[src/rtl/drenaje_salidas.sv]
// ============================================================================
// drenaje_salidas: round-robin drain of output FIFOs 4-7 into one valid/ready
// stream, with saturating per-channel word counters readable via req/idx.
// Revision: 1.0
// ============================================================================
`default_nettype none

module drenaje_salidas #(
  parameter int DATA_WIDTH  = 10,
  parameter int COUNT_WIDTH = 5
) (
  input  logic                   clk,
  input  logic                   reset,
  input  logic                   init,
  input  logic                   empty4,
  input  logic                   empty5,
  input  logic                   empty6,
  input  logic                   empty7,
  input  logic [DATA_WIDTH-1:0]  FIFO_data_out4,
  input  logic [DATA_WIDTH-1:0]  FIFO_data_out5,
  input  logic [DATA_WIDTH-1:0]  FIFO_data_out6,
  input  logic [DATA_WIDTH-1:0]  FIFO_data_out7,
  output logic                   pop4,
  output logic                   pop5,
  output logic                   pop6,
  output logic                   pop7,
  output logic [DATA_WIDTH-1:0]  data_out,
  output logic [1:0]             channel_out,
  output logic                   valid_out,
  input  logic                   ready_out,
  input  logic                   req,
  input  logic [1:0]             idx,
  output logic [COUNT_WIDTH-1:0] count_out,
  output logic                   count_valid,
  output logic                   busy
);

  localparam logic [1:0] S_SCAN = 2'd0;
  localparam logic [1:0] S_WAIT = 2'd1;
  localparam logic [1:0] S_SEND = 2'd2;

  localparam logic [COUNT_WIDTH-1:0] C_CNT_MAX = '1;

  logic [1:0]             r_state;
  logic [1:0]             w_next;
  logic [1:0]             r_ptr;
  logic [1:0]             r_ch;
  logic [1:0]             w_sel;
  logic                   w_found;
  logic                   w_hs;
  logic [3:0]             w_empty;
  logic [3:0]             w_pop;
  logic                   w_busy;
  logic [DATA_WIDTH-1:0]  w_fifo_data [4];
  logic [COUNT_WIDTH-1:0] r_cnt [4];
  logic [DATA_WIDTH-1:0]  r_data;
  logic [1:0]             r_chan;
  logic                   r_valid;
  logic [COUNT_WIDTH-1:0] r_count;
  logic                   r_count_valid;

  assign w_empty        = {empty7, empty6, empty5, empty4};
  assign w_fifo_data[0] = FIFO_data_out4;
  assign w_fifo_data[1] = FIFO_data_out5;
  assign w_fifo_data[2] = FIFO_data_out6;
  assign w_fifo_data[3] = FIFO_data_out7;
  assign w_hs           = (r_state == S_SEND) && ready_out;

  // First non-empty channel at or after the pointer, wrapping 3 -> 0.
  always_comb begin
    w_found = 1'b0;
    w_sel   = r_ptr;
    for (int i = 0; i < 4; i++) begin
      if (!w_found && !w_empty[r_ptr + 2'(i)]) begin
        w_found = 1'b1;
        w_sel   = r_ptr + 2'(i);
      end
    end
  end

  always_ff @(posedge clk or posedge reset) begin
    if (reset) begin
      r_state <= S_SCAN;
    end else begin
      r_state <= w_next;
    end
  end

  always_comb begin
    w_next = r_state;
    case (r_state)
      S_SCAN:  if (w_found) w_next = S_WAIT;
      S_WAIT:  w_next = S_SEND;
      S_SEND:  if (ready_out) w_next = S_SCAN;
      default: w_next = S_SCAN;
    endcase
  end

  // Pop is gated by reset so every output reads 0 while reset is held.
  always_comb begin
    w_pop  = 4'b0000;
    w_busy = (r_state != S_SCAN);
    if ((r_state == S_SCAN) && w_found && !reset) begin
      w_pop[w_sel] = 1'b1;
    end
  end

  assign pop4 = w_pop[0];
  assign pop5 = w_pop[1];
  assign pop6 = w_pop[2];
  assign pop7 = w_pop[3];
  assign busy = w_busy;

  always_ff @(posedge clk or posedge reset) begin
    if (reset) begin
      r_ch    <= 2'd0;
      r_data  <= '0;
      r_chan  <= 2'd0;
      r_valid <= 1'b0;
    end else begin
      case (r_state)
        S_SCAN: if (w_found) r_ch <= w_sel;
        S_WAIT: begin
          r_data  <= w_fifo_data[r_ch];
          r_chan  <= r_ch;
          r_valid <= 1'b1;
        end
        S_SEND: if (ready_out) r_valid <= 1'b0;
        default: r_valid <= 1'b0;
      endcase
    end
  end

  // init takes priority over a same-cycle handshake for pointer and counters.
  always_ff @(posedge clk or posedge reset) begin
    if (reset) begin
      r_ptr <= 2'd0;
      for (int i = 0; i < 4; i++) r_cnt[i] <= '0;
    end else if (init) begin
      r_ptr <= 2'd0;
      for (int i = 0; i < 4; i++) r_cnt[i] <= '0;
    end else if (w_hs) begin
      r_ptr <= r_ch + 2'd1;
      if (r_cnt[r_ch] != C_CNT_MAX) r_cnt[r_ch] <= r_cnt[r_ch] + 1'b1;
    end
  end

  always_ff @(posedge clk or posedge reset) begin
    if (reset) begin
      r_count       <= '0;
      r_count_valid <= 1'b0;
    end else begin
      r_count_valid <= req;
      if (req) r_count <= r_cnt[idx];
    end
  end

  assign data_out    = r_data;
  assign channel_out = r_chan;
  assign valid_out   = r_valid;
  assign count_out   = r_count;
  assign count_valid = r_count_valid;

endmodule

`default_nettype wire

[config.mk]
export PLATFORM = sky130hd
export DESIGN_NAME = drenaje_salidas
export DESIGN_NICKNAME = d
export VERILOG_FILES = /design/src/rtl/drenaje_salidas.sv
export SDC_FILE = /design/constraint.sdc
export NUM_CORES = 1
export LEC_CHECK = 0
export CAP_MARGIN = 5
export CORE_AREA = 8 8 92 94
export DETAILED_ROUTE_END_ITERATION = 10
export DIE_AREA = 0 0 100 102
export GPL_TIMING_DRIVEN = 0
export PLACE_DENSITY = 0.71
export SETUP_SLACK_MARGIN = 0.4
export SYNTH_ARGS = -nofsm -noshare
export SYNTH_HDL_FRONTEND = slang
export SYNTH_SLANG_ARGS = --single-unit
[constraint.sdc]
create_clock -name clk -period 3.1 [get_ports clk]
set_input_delay 0.31 -clock clk [delete_from_list [all_inputs] [get_ports clk]]
set_output_delay 0.31 -clock clk [all_outputs]
set_load 0.01 [all_outputs]
==> run metrics <==
outcome=completed; Pins Over Slew Limit=0; Die Ht=102 um; Cell Pwr Density=about 630 mW/mm^2; flip-flop and latch count after synthesis=between 40 and 50; drt first pass iters=4; final period utilization=0.841; number of enable-type register cells in the synthesized netlist=0; Avg Inst Size Synth=13.2 sq um; basic-gate share of the synthesized area counting and, or, nand and nor cells=0.0938; width of the die=around 100 um; startpoint kind of the worst setup timing path=flop; register-to-register setup slack=between 0.4 and 0.5 ns; I/O pins=75; Netlist cell types=34; Final GP Congestion=~0.80; post-synthesis cell count=around 190; Clock Skew=~0.01 ns; count of nets after finishing=~330; area fraction of the dominant cell type after synthesis=0.452; I/O Buffers=73; synthesized-area fraction occupied by ao, oa, aoi and oai cells=0.0622; main combinational cell family by area after synthesis=multiplexers; via count=roughly 1900; number of failing setup endpoints in the final timing report=0; clk slew on worst S/H paths=around 0.08 ns; clock period minus worst slack=2.61 ns; endpoint type of the worst setup path=flop; P_leak=between 0.001 and 0.0015 uW; Worst Setup Slack, final=just under 0.5 ns; utilization after layout=0.506; net count of the mapped netlist=approximately 250; total routing resource utilization after global routing=0.128; Hold/Removal Path Class=in2async; Clock Latency Late Sink=roughly 0.30 ns; post-DP HPWL=roughly 4.9 mm; number of inserted diodes=0; floorplan die area=~0.01 sq mm; clock tree from TritonCTS=yes; launching instance or port of the critical path=r_ch[0]; total of max-cap violations=0; data arrival time of the critical path=about 2.8 ns; cell taking the most area after synthesis=sky130_fd_sc_hd__dfrtp_1; pin count of the biggest net entering global routing=29; number of synthesis warnings=0; most frequent cell after synthesis=sky130_fd_sc_hd__dfrtp_1; final standard cell count with taps included and fillers excluded=approximately 380; synth-to-layout area growth=43.4%; via/cell ratio=approximately 5; Internal Power=~1600 uW; core area=0.00706 sq mm; capture point of the critical path=r_cnt[8]; Sequential Power Share=0.352; Max IR drop VDD=between 0.2 and 0.25 mV; logic gate share of total power=0.445; global-route wire length before repair=around 10 mm; fill cell count=roughly 640; remaining number of nets flagged by the antenna check after routing=0; switching share of power=0.304; antenna violations before repair=0; switching component of the power=between 600 and 700 uW; depth of the CTS H-tree=2; final total power=between 2000 and 2500 uW; number of core rows=31; largest cells by area after synthesis=sky130_fd_sc_hd__dfrtp_1 (45%), sky130_fd_sc_hd__mux4_2 (13%), sky130_fd_sc_hd__mux2_2 (7.7%); routed len/inst=~17 um; share of synthesized area occupied by flip-flops and latches=0.452; vias in the first global route=between 2000 and 2500; pre-CTS setup slack=0.221 ns; FF-to-FF Start=r_ch[0]; headroom to the max-slew limit=0.675; placed instance count=362; RSZ-0062 raised after global routing=no; share of layout cells above drive strength 1=0.231; total routed wirelength=between 6 and 7 mm; adder and majority cell fraction of the synthesized area=0.0301; Final Hold Viols=0; most frequent cells after synthesis=sky130_fd_sc_hd__dfrtp_1 (45), sky130_fd_sc_hd__nor2_1 (28), sky130_fd_sc_hd__mux2_2 (17); DRC viols=0; ys async rst share=1.00; actual transition at the worst max-transition pin=between 0.4 and 0.5 ns; maximum buffer depth of the clock tree=2; starting density of the core=0.353; f_max=0.383 GHz; Clk pwr share=0.204; type of the worst setup path=reg2reg; aggregate global routing overflow=0; share of synthesized area spent on multiplexers=0.319; largest fanout of any net on the critical path=7; clock buffer count from CTS=5; data required time at the worst endpoint=around 3.3 ns; root buf cell=sky130_fd_sc_hd__clkbuf_8; endpoint of the worst-slack reg-to-reg timing path=r_cnt[8]; Primary FF master, synth=sky130_fd_sc_hd__dfrtp_1; number of sinks handled by clock tree synthesis=45; Post-Synth XOR/XNOR Area=0.0100; number of DRC markers in iteration 0=66; length in cells of the worst reg-to-reg path=10; summed instance area of the synthesized netlist=between 0.002 and 0.0025 sq mm
sequential cells by signal (all words and copies together) (netlist names):
name	count
channel_out	2
r_ch	2
r_cnt	20
r_state	2
r_ptr	2
count_valid	1
data_out	10
count_out	5
valid_out	1
through the flow:
stage | hold slack, ns | area [sq um] | setup TNS (ns)
2_1_floorplan | 0.341 | 2490 | 0
3_3_place_gp | 0.476 | 3350 | -0.370
3_5_place_dp | 0.488 | 3370 | 0
4_1_cts | 0.345 | 3530 | 0
5_1_grt | 0.366 | 3570 | 0
6_report | 0.342 | 3570 | 0
worst min path at each step:
| stage | from | slack [ns] | to | depth (start not counted) |
|---|---|---|---|---|
| 2_1_floorplan | req | 0.34 | count_valid | 0 |
| 3_3_place_gp | valid_out | 0.48 | valid_out | 1 |
| 3_5_place_dp | valid_out | 0.49 | valid_out | 1 |
| 4_1_cts | reset | 0.34 | data_out[6] | 2 |
| 5_1_grt | reset | 0.37 | data_out[6] | 2 |
| 6_report | reset | 0.34 | data_out[6] | 2 |
what timing repair did:
action / in CTS / in global routing
buffers inserted: 5 / 1
hold buffers: 0 / 0
pin swaps: 0 / 1
setup endpoints to repair: 20 / 22
gates resized for setup: 5 / 8
final cells by class:
class / instances / area, sq um / area share
multi-input cells: 126 / 1300 / 0.365
inverters: 6 / 22.5 / 0.00630
flip-flops and latches: 45 / 1130 / 0.315
clock inverters: 2 / 37.5 / 0.0105
repair buffers: 80 / 796 / 0.223
clock buffers: 6 / 82.6 / 0.0231
well taps: 99 / 124 / 0.0347
plain buffers: 12 / 82.6 / 0.0231
worst max-delay path, stage by stage (launching register included):
cell and delay, ns:
sky130_fd_sc_hd__dfrtp_1 0.37, sky130_fd_sc_hd__buf_6 0.15, sky130_fd_sc_hd__mux4_2 0.56, sky130_fd_sc_hd__ha_4 0.19, sky130_fd_sc_hd__and3_1 0.14, sky130_fd_sc_hd__ha_1 0.20, sky130_fd_sc_hd__and4bb_2 0.31, sky130_fd_sc_hd__and2_1 0.13
sky130_fd_sc_hd__buf_4 0.16, sky130_fd_sc_hd__nor2_1 0.05, sky130_fd_sc_hd__a211oi_1 0.24
cells in the final DEF (no fill, tap or decap), drive strengths merged:
cell type / netlist / final
buf: 9 / 15
and2: 4 / 4
a21oi: 1 / 1
mux2i: 13 / 13
mux4: 20 / 20
nand3: 2 / 2
o21ai: 4 / 4
a32oi: 2 / 2
xor2: 2 / 2
bufinv: 0 / 1
o221ai: 1 / 1
nor3b: 1 / 1
nor2b: 1 / 1
a41o: 1 / 1
clkdlybuf4s50: 0 / 73
or2: 2 / 2
ha: 6 / 6
or3: 1 / 1
nor2: 28 / 28
a211o: 1 / 1
dfrtp: 45 / 45
inv: 6 / 6
clkinvlp: 0 / 1
nand2: 2 / 2
clkbuf: 3 / 10
and4bb: 1 / 1
mux2: 17 / 17
a32o: 1 / 1
and3: 1 / 1
a211oi: 8 / 8
o21a: 2 / 2
nand3b: 4 / 4
per-layer routing:
| metal | wire [um] | share of wire | global-route usage | up-vias |
|---|---|---|---|---|
| met1 | 2680 | 0.43 | 0.152 | 907 |
| met2 | 3070 | 0.49 | 0.218 | 61 |
| met5 | 0 | 0 | 0 | - |
| li1 | - | - | - | 880 |
| met4 | 85 | 0.014 | 0.0430 | 0 |
| met3 | 428 | 0.068 | 0.0341 | 6 |
power groups by stage:
stage | clock, uW | combinational, uW | sequential, uW
final | 460 | 1000 | 794
after global routing | 493 | 1090 | 815
after CTS | 473 | 996 | 795
after detailed placement | 0 | 956 | 810
after global placement | 0 | 934 | 800
after floorplan | 0 | 512 | 836
cell families (layout without fill, tap and decap cells):
family                     Yosys count  in the layout
buffers and inverters               18            106
DFF                                 45             45
AOI/OAI and AO/OA                   21             21
xor gates and xnor gates             2              2
adders and majority gates            6              6
and+or+nand+nor                     47             47
muxes                               50             50
Note: power is estimated with default switching activity, not from simulation.
